### src/rtl/wb_region_router.sv
// wb_region_router: splits the management Wishbone slave port between the
// user region (default) and an 8-byte debug-register window. The target is
// latched per transaction, the host ack is registered, and a per-transaction
// watchdog forces completion with ERR_DATA if the selected target never acks.
//
// Optional build macro: WB_ROUTER_TIMEOUT_IRQ_EN
//   adds timeout_irq_o (one-cycle pulse per timeout completion) and
//   timeout_clr_i (synchronous clear of timeout_cnt_o, wins over increment).
module wb_region_router #(
  parameter logic [31:0] DBG_BASE = 32'h300FFFF8,
  parameter int unsigned TIMEOUT  = 255,          // 2..1023
  parameter logic [31:0] ERR_DATA = 32'hDEADBEEF
) (
  input  logic        wb_clk_i,
  input  logic        wb_rstn_i,
  input  logic        wbs_cyc_i,
  input  logic        wbs_stb_i,
  input  logic        wbs_we_i,
  input  logic [3:0]  wbs_sel_i,
  input  logic [31:0] wbs_adr_i,
  input  logic [31:0] wbs_dat_i,
  output logic        wbs_ack_o,
  output logic [31:0] wbs_dat_o,
  output logic        usr_cyc_o,
  output logic        usr_stb_o,
  input  logic        usr_ack_i,
  input  logic [31:0] usr_dat_i,
  output logic        dbg_cyc_o,
  output logic        dbg_stb_o,
  input  logic        dbg_ack_i,
  input  logic [31:0] dbg_dat_i,
  output logic [7:0]  timeout_cnt_o
`ifdef WB_ROUTER_TIMEOUT_IRQ_EN
  ,
  output logic        timeout_irq_o,
  input  logic        timeout_clr_i
`endif
);

  typedef enum logic [1:0] {S_IDLE, S_WAIT, S_DONE} state_t;

  localparam logic       TGT_USR = 1'b0;
  localparam logic       TGT_DBG = 1'b1;
  localparam logic [9:0] WD_LAST = 10'(TIMEOUT - 1);

  state_t      state_q, state_d;
  logic        tgt_q, tgt_d;
  logic [9:0]  wd_q, wd_d;
  logic        ack_q, ack_d;
  logic [31:0] dat_q, dat_d;
  logic [7:0]  cnt_q, cnt_d;

  logic        req, dbg_hit, sel_ack, wd_term, tmo_done;
  logic [31:0] sel_dat;

  // we/sel/adr/dat_i are wired straight from the host bus to both targets at
  // the wrapper level; the router itself only needs the upper address bits.
  logic unused_ok;
  assign unused_ok = ^{wbs_we_i, wbs_sel_i, wbs_dat_i, wbs_adr_i[2:0]};

  assign req      = wbs_cyc_i & wbs_stb_i;
  assign dbg_hit  = (wbs_adr_i[31:3] == DBG_BASE[31:3]);
  assign sel_ack  = (tgt_q == TGT_DBG) ? dbg_ack_i : usr_ack_i;
  assign sel_dat  = (tgt_q == TGT_DBG) ? dbg_dat_i : usr_dat_i;
  assign wd_term  = (wd_q == WD_LAST);
  // Ack beats the watchdog when both land in the same cycle.
  assign tmo_done = (state_q == S_WAIT) & wbs_cyc_i & ~sel_ack & wd_term;

  // State register.
  always_ff @(posedge wb_clk_i or negedge wb_rstn_i) begin
    if (!wb_rstn_i) state_q <= S_IDLE;
    else            state_q <= state_d;
  end

  // Next-state logic; a host abort takes priority over any ack in WAIT.
  always_comb begin
    state_d = state_q;
    case (state_q)
      S_IDLE: if (req) state_d = S_WAIT;
      S_WAIT: begin
        if (!wbs_cyc_i)             state_d = S_IDLE;
        else if (sel_ack || wd_term) state_d = S_DONE;
      end
      S_DONE:  state_d = S_IDLE;
      default: state_d = S_IDLE;
    endcase
  end

  // Slave strobes: only the latched target, only while waiting, and they
  // follow the host cyc/stb combinationally so an abort drops them at once.
  always_comb begin
    usr_cyc_o = 1'b0;
    usr_stb_o = 1'b0;
    dbg_cyc_o = 1'b0;
    dbg_stb_o = 1'b0;
    if (state_q == S_WAIT) begin
      if (tgt_q == TGT_DBG) begin
        dbg_cyc_o = wbs_cyc_i;
        dbg_stb_o = wbs_stb_i;
      end else begin
        usr_cyc_o = wbs_cyc_i;
        usr_stb_o = wbs_stb_i;
      end
    end
  end

  // Datapath next state: target latch, watchdog, response and timeout count.
  always_comb begin
    tgt_d = tgt_q;
    wd_d  = wd_q;
    ack_d = 1'b0;
    dat_d = dat_q;
    cnt_d = cnt_q;
    case (state_q)
      S_IDLE: begin
        if (req) begin
          tgt_d = dbg_hit ? TGT_DBG : TGT_USR;
          wd_d  = 10'd0;
        end
      end
      S_WAIT: begin
        if (wbs_cyc_i) begin
          wd_d = wd_q + 10'd1;
          if (sel_ack) begin
            ack_d = 1'b1;
            dat_d = sel_dat;
          end else if (wd_term) begin
            ack_d = 1'b1;
            dat_d = ERR_DATA;
            if (cnt_q != 8'hFF) cnt_d = cnt_q + 8'd1;
          end
        end
      end
      default: ;
    endcase
`ifdef WB_ROUTER_TIMEOUT_IRQ_EN
    if (timeout_clr_i) cnt_d = 8'd0;
`endif
  end

  // Datapath registers.
  always_ff @(posedge wb_clk_i or negedge wb_rstn_i) begin
    if (!wb_rstn_i) begin
      tgt_q <= TGT_USR;
      wd_q  <= 10'd0;
      ack_q <= 1'b0;
      dat_q <= 32'd0;
      cnt_q <= 8'd0;
    end else begin
      tgt_q <= tgt_d;
      wd_q  <= wd_d;
      ack_q <= ack_d;
      dat_q <= dat_d;
      cnt_q <= cnt_d;
    end
  end

  assign wbs_ack_o     = ack_q;
  assign wbs_dat_o     = dat_q;
  assign timeout_cnt_o = cnt_q;

`ifdef WB_ROUTER_TIMEOUT_IRQ_EN
  logic irq_q;

  // Timeout pulse lands in DONE together with the forced ack.
  always_ff @(posedge wb_clk_i or negedge wb_rstn_i) begin
    if (!wb_rstn_i) irq_q <= 1'b0;
    else            irq_q <= tmo_done;
  end

  assign timeout_irq_o = irq_q;
`else
  logic unused_tmo;
  assign unused_tmo = tmo_done;
`endif

endmodule
### config.mk
export PLATFORM = sky130hd
export DESIGN_NAME = wb_region_router
export DESIGN_NICKNAME = d
export VERILOG_FILES = /design/src/rtl/wb_region_router.sv
export SDC_FILE = /design/constraint.sdc
export NUM_CORES = 1
export LEC_CHECK = 0
export ABC_AREA = 1
export BUFFER_PORTS_ARGS = -buffer_cell sky130_fd_sc_hd__clkbuf_2
export CAP_MARGIN = 25
export CORE_MARGIN = 2
export CORE_UTILIZATION = 46
export DETAILED_ROUTE_END_ITERATION = 16
export PLACE_DENSITY = 0.84
export SLEW_MARGIN = 20
export SYNTH_ARGS = -nofsm -noshare
export SYNTH_HDL_FRONTEND = slang
export SYNTH_SLANG_ARGS = --single-unit
export TNS_END_PERCENT = 1
### constraint.sdc
create_clock -name wb_clk_i -period 1.84 [get_ports wb_clk_i]
set_clock_uncertainty 0.15 [all_clocks]
set_input_delay 0.368 -clock wb_clk_i [delete_from_list [all_inputs] [get_ports wb_clk_i]]
set_output_delay 0.368 -clock wb_clk_i [all_outputs]
set_load 0.05 [all_outputs]
Yosys cells after proc, flatten, opt, wreduce, memory -nomap -nowiden
Index checks and enable logic that the tools add are counted.
{"block": "word_totals", "ff_bits": 54, "in_bits": 139, "out_inout_bits": 45, "elab_cells": 50}
{"block": "op_classes", "n_reduce_logical": 9, "add_sub_neg": 2, "n_bitwise": 2, "n_eq_ne": 7, "mux": 24}
{"op": "$mux W32", "n": 3}
{"op": "$eq A29 B27 Y1 const B", "n": 1}
{"op": "$mux W10", "n": 2}
{"op": "$pmux W10 S2", "n": 1}
{"op": "$mux W1", "n": 14}
{"op": "$add A10 B1 Y10 const B", "n": 1}
{"op": "$eq A10 B8 Y1 const B", "n": 1}
{"op": "$add A8 B1 Y8 const B", "n": 1}
{"op": "$ne A8 B8 Y1 const B", "n": 1}
{"op": "$mux W2", "n": 3}
{"op": "$reduce_and A3 Y1", "n": 2}
{"op": "$reduce_and A5 Y1", "n": 1}
{"op": "$ne A2 B2 Y1 const B", "n": 2}
{"op": "$pmux W2 S2", "n": 1}
{"op": "$reduce_and A2 Y1", "n": 2}
{"op": "$reduce_bool A2 Y1", "n": 2}
{"op": "$ne A3 B3 Y1 const B", "n": 1}
{"op": "$eq A2 B1 Y1 const B", "n": 1}
{"op": "$logic_not A2 Y1", "n": 1}
{"op": "$and A1 B1 Y1", "n": 1}
{"op": "$logic_or A1 B1 Y1", "n": 1}
{"op": "$not A1 Y1", "n": 1}

Depth between registers and ports, before layout
Gate-level depths: netlist of run 1.
{"block": "logic_depth", "word_depth": 5, "ltp_mapped": 10, "depth_no_buf": 9}

Worst setup path after synthesis of run 1
No wires, ideal clock.
{"block": "synth_timing", "path_type": "reg-to-output", "start": "register tgt_q", "end": "output port usr_stb_o", "path_stages_with_launch": 4, "setup_slack_ns": -0.482, "arrival_ns": 1.804, "path_buffers": 2, "t_required_ns": 1.322, "cell_sequence": "dfrtp_1 buf_6 buf_2 nor3_1"}
{"block": "synth_between", "elab_chain_len": 2}
{"element": "start, declared", "line_no": "47", "source": "logic tgt_q, tgt_d;"}
{"element": "start signal, assigned", "line_no": "150", "source": "tgt_q <= tgt_d;"}
{"element": "$mux W1", "line_no": "97", "source": "if (tgt_q == TGT_DBG) begin"}
{"element": "$mux W1", "line_no": "96", "source": "if (state_q == S_WAIT) begin"}
{"element": "end, declared", "line_no": "25", "source": "output logic usr_stb_o,"}
No other way between the ends.

Worst setup path after layout of run 1
{"block": "layout_timing", "start": "register state_q[1]", "end": "output port dbg_stb_o"}
{"block": "layout_between", "elab_chain_len": 2}
{"element": "start, declared", "line_no": "46", "source": "state_t state_q, state_d;"}
{"element": "start signal, assigned", "line_no": "72", "source": "else state_q <= state_d;"}
{"element": "$eq A2 B1 Y1", "line_no": "96"}
{"element": "$mux W1", "line_no": "96"}
{"element": "end, declared", "line_no": "29", "source": "output logic dbg_stb_o,"}
No other way between the ends.

==> out/results.ini, run 1 <==
[worst_hold_path]
worstHoldStart=usr_dat_i[27]
hold_depth=3
hold_path_end=wbs_dat_o[27]$_DFFE_PN0P_
hp-class=in -> reg

[floorplan]
start_util_pct=47.5
die_h_um=90.3
row_count=31
die_area_um2=8150
die_w_um=90.3
fp.coreArea_um2=7210
io_pins=184

[synthesis]
synth-edff-count=0
ys_seq_area_share_pct=39.4
synth_area_leaders=dfrtp_1, o211ai_2, nand2_1
synthDominantCellAreaShare_pct=39.4
synth_top_area_cell=dfrtp_1
ys_ff_latch=54
synth_area_um2=3430
syn_avg_cell_area_um2=8.97
synth_cell_types=35
syn_nets=524
ys.flop_type=dfrtp_1
yosys-top-cells-count=nand2_1, dfrtp_1, inv_1
yosysMostFrequentCell=nand2_1
ys_warn_count=0
ys_async_sr_fraction_pct=100
synthCells=382

[sta]
grt_setup_unrepaired=yes
fin_crit_ps=1830
fin_tns_setup_ps=0
slew_viol_final=0
finalSetupViolations=0
finalCritPeriodShare_pct=99.4
hold_violations=0
worst_pin_slew_ps=350
slew_headroom_pct=76.7
fmax_mhz=547
holdWs_ps=164

[placed_design]
place.gp.congestion=0.899
dpl_cell_area_um2=4300
io_buffers=143
hpwl_um=6640

[global_route]
grt_pass1_vias=3079
grt_pass1_wl_um=14400
grt_overflow_total=0
antenna_found_initial=0
grt_usage_pct=21.5
grt_max_degree=55

[finish]
multi_input_area_um2=1840
nets=677
design_area_um2=4550
areaGrowthSynthToFinish_pct=32.9
seq_area_um2=1350
drive_gt1_share_pct=52.6
nFillCells=607
antenna_cells=0
fin_util_pct=63.1

[drt]
drc_errors=0
via_count=3152
vias_per_cell=4.96
wl_per_cell_um=13.7
drt_iter0_markers=182
wl_um=8680
first_pass_iters=4
ant_nets=0

[pwr]
pwr-share-clk_pct=21.5
irDropWorstVdd_v=0.000582
sw_frac_of_total_pct=41.9
powerDensity_nw_per_um2=845
p_int_mw=2.24
power.switching_mw=1.61
pwr-share-seq_pct=40.2
pwr-share-comb_pct=38.3
leakagePower_nw=2.39

[worst_setup_path]
worst-setup-path-type=reg -> out
rrSetupSlack_ps=90
worstPathCellList=inv_2, nand2_8, nor3_4, buf_12
worstReg2RegEnd=wbs_dat_o[0]$_DFFE_PN0P_
crit_path_start_kind=flip-flop
cp.required_ps=1320
worstPathMaxFanout=3
rr_worst_depth=8
slowest_stage=dfrtp_1
path_depth=4
cp_num_buf_inv=2
cp_top_family=flip-flops
crit_path_max_incr_delay_ps=440
r2r-start=wd_q[0]$_DFFE_PN0P_
end_kind=primary output
arrival_ps=1310

[cts]
cts_inserted_buffers=5
clock_latency_ps=300
tritoncts=done
htreeDepth=2
cts_sinks=54
path_clk_slew_ps=90
cts_root_buf=clkbuf_8
cts_max_path_buffers=2

[run]
cap_violations=0

[status]
outcome=finished, final reports clean

-- what timing repair did --
item	4_1_cts	5_1_grt
hold endpoints to repair	54	0
resized for setup	8	11
hold buffers	1	0
setup buffers	0	7
endpoints found under the setup margin	27	37
pin swaps	1	4
-- worst max path at each step --
stage | start | end | slack (ps)
detailed placement | wd_q[0]$_DFFE_PN0P_ | wbs_dat_o[0]$_DFFE_PN0P_ | -50
floorplan | tgt_q$_DFFE_PN0P_ | usr_cyc_o | -60
global route | state_q[1]$_DFFE_PN0P_ | dbg_stb_o | -30
global placement | wd_q[0]$_DFFE_PN0P_ | wbs_dat_o[1]$_DFFE_PN0P_ | 10
CTS | state_q[0]$_DFFE_PN0P_ | dbg_cyc_o | -100
finish | state_q[1]$_DFFE_PN0P_ | dbg_stb_o | 10
-- placed cells by master, fill, tap and decap left out, types with 2 or more instances in the layout --
master,count
a21oi_1,2
ha_1,3
nand2_2,21
o21ai_0,8
buf_12,5
dfrtp_1,52
inv_2,4
nand2_1,64
mux2i_1,8
xor2_1,2
buf_8,2
nand2_8,3
nand2_4,5
clkbuf_2,139
nand3_1,19
clkbuf_8,6
nor3_1,3
o211ai_1,3
o21ai_1,9
inv_1,37
dfrtp_2,2
nor2_1,23
buf_4,13
nand4_1,16
nor2_8,2
nand3_2,20
or2_2,23
nor2_4,7
o211ai_2,20
nor2_2,2
nor3_4,2
-- flip-flops by register name (all words and copies together), names as in the netlist --
name / count
wbs_dat_o: 32
wbs_ack_o: 1
timeout_cnt_o: 8
state_q: 2
wd_q: 10
tgt_q: 1
-- layer usage --
metal  vias to the layer above  GRT usage, %  share of wire, %  routed length, um
met5                         -             0                 0                  0
met4                         0          5.00               1.2                108
met3                         8          4.17               4.9                428
met2                       108          36.8                51               4450
met1                      1476          28.1                43               3690
li1                       1560             -                 -                  -
-- worst register-to-register path, cell delays in order (launching register included) --
cell and delay [ps]:
dfrtp_1 390, inv_1 80, ha_1 200, inv_1 130, nor2_4 60, nand4_1 150
nor2_4 60, inv_4 270, nand3_1 130
-- cell families (layout without fill, tap and decap cells) --
kind of cell    count (synthesis)  in the layout  share of synthesized area [%]
buf+inv                        58            212                           8.51
compound gates                 45             45                           11.4
flops                          54             54                           39.4
fa+ha+maj                       3              3                           1.10
mux                             8              8                           2.34
simple gates                  211            211                           36.4
xor+xnor                        3              3                          0.767
-- power by group through the flow --
| stage | clock network (mW) | registers [mW] | logic [mW] |
|---|---|---|---|
| detailed placement | 0 | 1.56 | 1.46 |
| global placement | 0 | 1.56 | 1.42 |
| finish | 0.829 | 1.55 | 1.47 |
| global route | 0.882 | 1.57 | 1.57 |
| floorplan | 0 | 2.22 | 0.349 |
| CTS | 0.841 | 1.54 | 1.46 |
-- metrics by stage --
stage,worst slack (ps),cells,power [mW]
global route,-30.4,635,4.02
finish,10.8,635,3.85
floorplan,-61.2,382,2.56
detailed placement,-47.9,619,3.01
CTS,-96.2,628,3.84
global placement,12.5,619,2.97
-- area by class of cell --
type	instances	share of cell area, %
repair buffers	161	20.8
clock buffers	7	1.90
inverters	43	3.71
clock inverters	1	0.660
well taps	99	2.72
flip-flops and latches	54	29.7
multi-input cells	270	40.5
No activity file was read; power rests on OpenSTA's default activity.
==> run 2: changes to the inputs <==
--- a/config.mk
+++ b/config.mk
@@ -9,9 +9,9 @@
 export BUFFER_PORTS_ARGS = -buffer_cell sky130_fd_sc_hd__clkbuf_2
 export CAP_MARGIN = 25
 export CORE_MARGIN = 2
-export CORE_UTILIZATION = 46
+export CORE_UTILIZATION = 30
 export DETAILED_ROUTE_END_ITERATION = 16
-export PLACE_DENSITY = 0.84
+export PLACE_DENSITY = 0.59
 export SLEW_MARGIN = 20
 export SYNTH_ARGS = -nofsm -noshare
 export SYNTH_HDL_FRONTEND = slang
==> out/results.ini, run 2 (same netlist as run 1, synthesis figures left out) <==
[finish]
layout_common_cells=clkbuf_2, nand2_1, dfrtp_1, inv_1
drive_gt1_share_pct=52.2
largest_reg_flops=32
areaGrowthSynthToFinish_pct=34.8
final_common_cell=clkbuf_2
stdcell_count=676
design_area_um2=4620
nets=674
antenna_cells=0

[worst_setup_path]
crit_path_max_incr_delay_ps=430
cp_top_family=flip-flops
cp_num_buf_inv=2
crit_path_start_kind=flip-flop
worst-setup-path-type=reg -> out
startpoint=state_q[1]$_DFFE_PN0P_
r2r-start=wd_q[0]$_DFFE_PN0P_
slowest_stage=dfrtp_1
cp.required_ps=1320
arrival_ps=1300
worstPathCellList=inv_2, nand2_2, nor3_4, buf_12
worstPathMaxFanout=4
end_kind=primary output

[sta]
hold_violations=0
finalCritPeriodShare_pct=98.9
fmax_mhz=550
holdWs_ps=180
fin_crit_ps=1820
slew_headroom_pct=77.2
grt_setup_unrepaired=yes
worst_pin_slew_ps=342
slew_viol_final=0
finalSetupViolations=0

[drt]
via_count=3097
wl_per_cell_um=13.0
drt_iter0_markers=143
drc_errors=0
ant_nets=0
vias_per_cell=4.58
first_pass_iters=4
wl_um=8800

[worst_hold_path]
worstHoldStart=usr_dat_i[10]
hp-class=in -> reg

[global_route]
grt_usage_pct=14.8
grt_overflow_total=0
grt_max_degree=55
grt_pass1_wl_um=15000
antenna_found_initial=0
grt_pass1_vias=3127

[placed_design]
place.gp.congestion=0.789
dp_cells=664
dpl_cell_area_um2=4380
hpwl_um=6780
io_buffers=143

[cts]
cts_sinks=54
tritoncts=done
cts_inserted_buffers=5
cts_root_buf=clkbuf_16
clock_latency_ps=280
path_clk_slew_ps=70
cts_max_path_buffers=2
htreeDepth=2

[pwr]
powerDensity_nw_per_um2=878
leakagePower_nw=2.41
irDropWorstVdd_v=0.000426

[run]
cap_violations=0

[status]
outcome=finished, final reports clean

[floorplan]
die_area_um2=12300
row_count=39
io_pins=184
die_h_um=111
fp.coreArea_um2=11300
die_w_um=111
start_util_pct=30.4

[run 2: changes by cell type in the layout (fill, tap and decap cells not counted), moves of 2 or more]
cell,previous run,this run
clkbuf_16,0,5
clkbuf_8,6,1
buf_4,13,10
inv_2,4,6
[run 2: routing by layer]
| metal | GRT usage, % | routed length [um] | up-vias | part of all wire, % |
|---|---|---|---|---|
| li1 | - | - | 1556 | - |
| met1 | 19.2 | 3990 | 1464 | 45 |
| met2 | 25.9 | 4360 | 73 | 50 |
| met3 | 2.84 | 406 | 4 | 4.6 |
| met4 | 2.50 | 41 | 0 | 0.47 |
| met5 | 0 | 0 | - | 0 |
[run 2: layout make-up]
| cell class | instances | area [um2] |
|---|---|---|
| Fill cell | 1121 | 6650 |
| Timing Repair Buffer | 158 | 930 |
| Clock buffer | 6 | 129 |
| Inverter | 43 | 166 |
| Clock inverter | 2 | 38.8 |
| Multi-Input combinational cell | 270 | 1820 |
| Sequential cell | 54 | 1350 |
| Tap cell | 143 | 179 |
[run 2: path summary, 6_finish.rpt]
kind                                        endpoint  slack (ps)  cells after the start
max                                        usr_stb_o          20                      4
min                        wbs_dat_o[10]$_DFFE_PN0P_         180                      3
max reg2reg                 wbs_dat_o[2]$_DFFE_PN0P_         150                     10
min reg2reg                 wbs_dat_o[1]$_DFFE_PN0P_         330                      2
max in group asynchronous          tgt_q$_DFFE_PN0P_         810                      3
min in group asynchronous        wd_q[6]$_DFFE_PN0P_         470                      3
[run 2: repair_timing]
item / in CTS / in global routing
hold buffers: 1 / 0
endpoints found under the hold margin: 54 / 0
setup endpoints to repair: 3 / 40
resized for setup: 5 / 7
buffers inserted: 3 / 0
pin swaps: 1 / 0
[run 2: through the flow]
stage	total power, mW	utilization, %	setup TNS, ps	setup slack, ps
finish	4.05	41.0	0	20.6
global route	4.29	41.0	-122	-49.0
CTS	4.11	40.8	-19.4	-9.28
detailed placement	3.01	38.8	0	38.8
global placement	2.99	38.8	0	61.6
floorplan	2.56	-	-220	-61.2
[run 2: report_power, final]
part / leakage, nW / switching [mW] / internal (mW)
Clock: 0.0810 / 0.415 / 0.646
Sequential: 0.704 / 0.141 / 1.39
Combinational: 1.62 / 1.07 / 0.391
[run 2: worst reg2reg max path: cells and delay by family, from the launching register on]
family | cells | cell delay [ps]
adders and majority gates | 1 | 140
buffers and inverters | 3 | 320
DFF | 1 | 400
and+or+nand+nor | 6 | 540
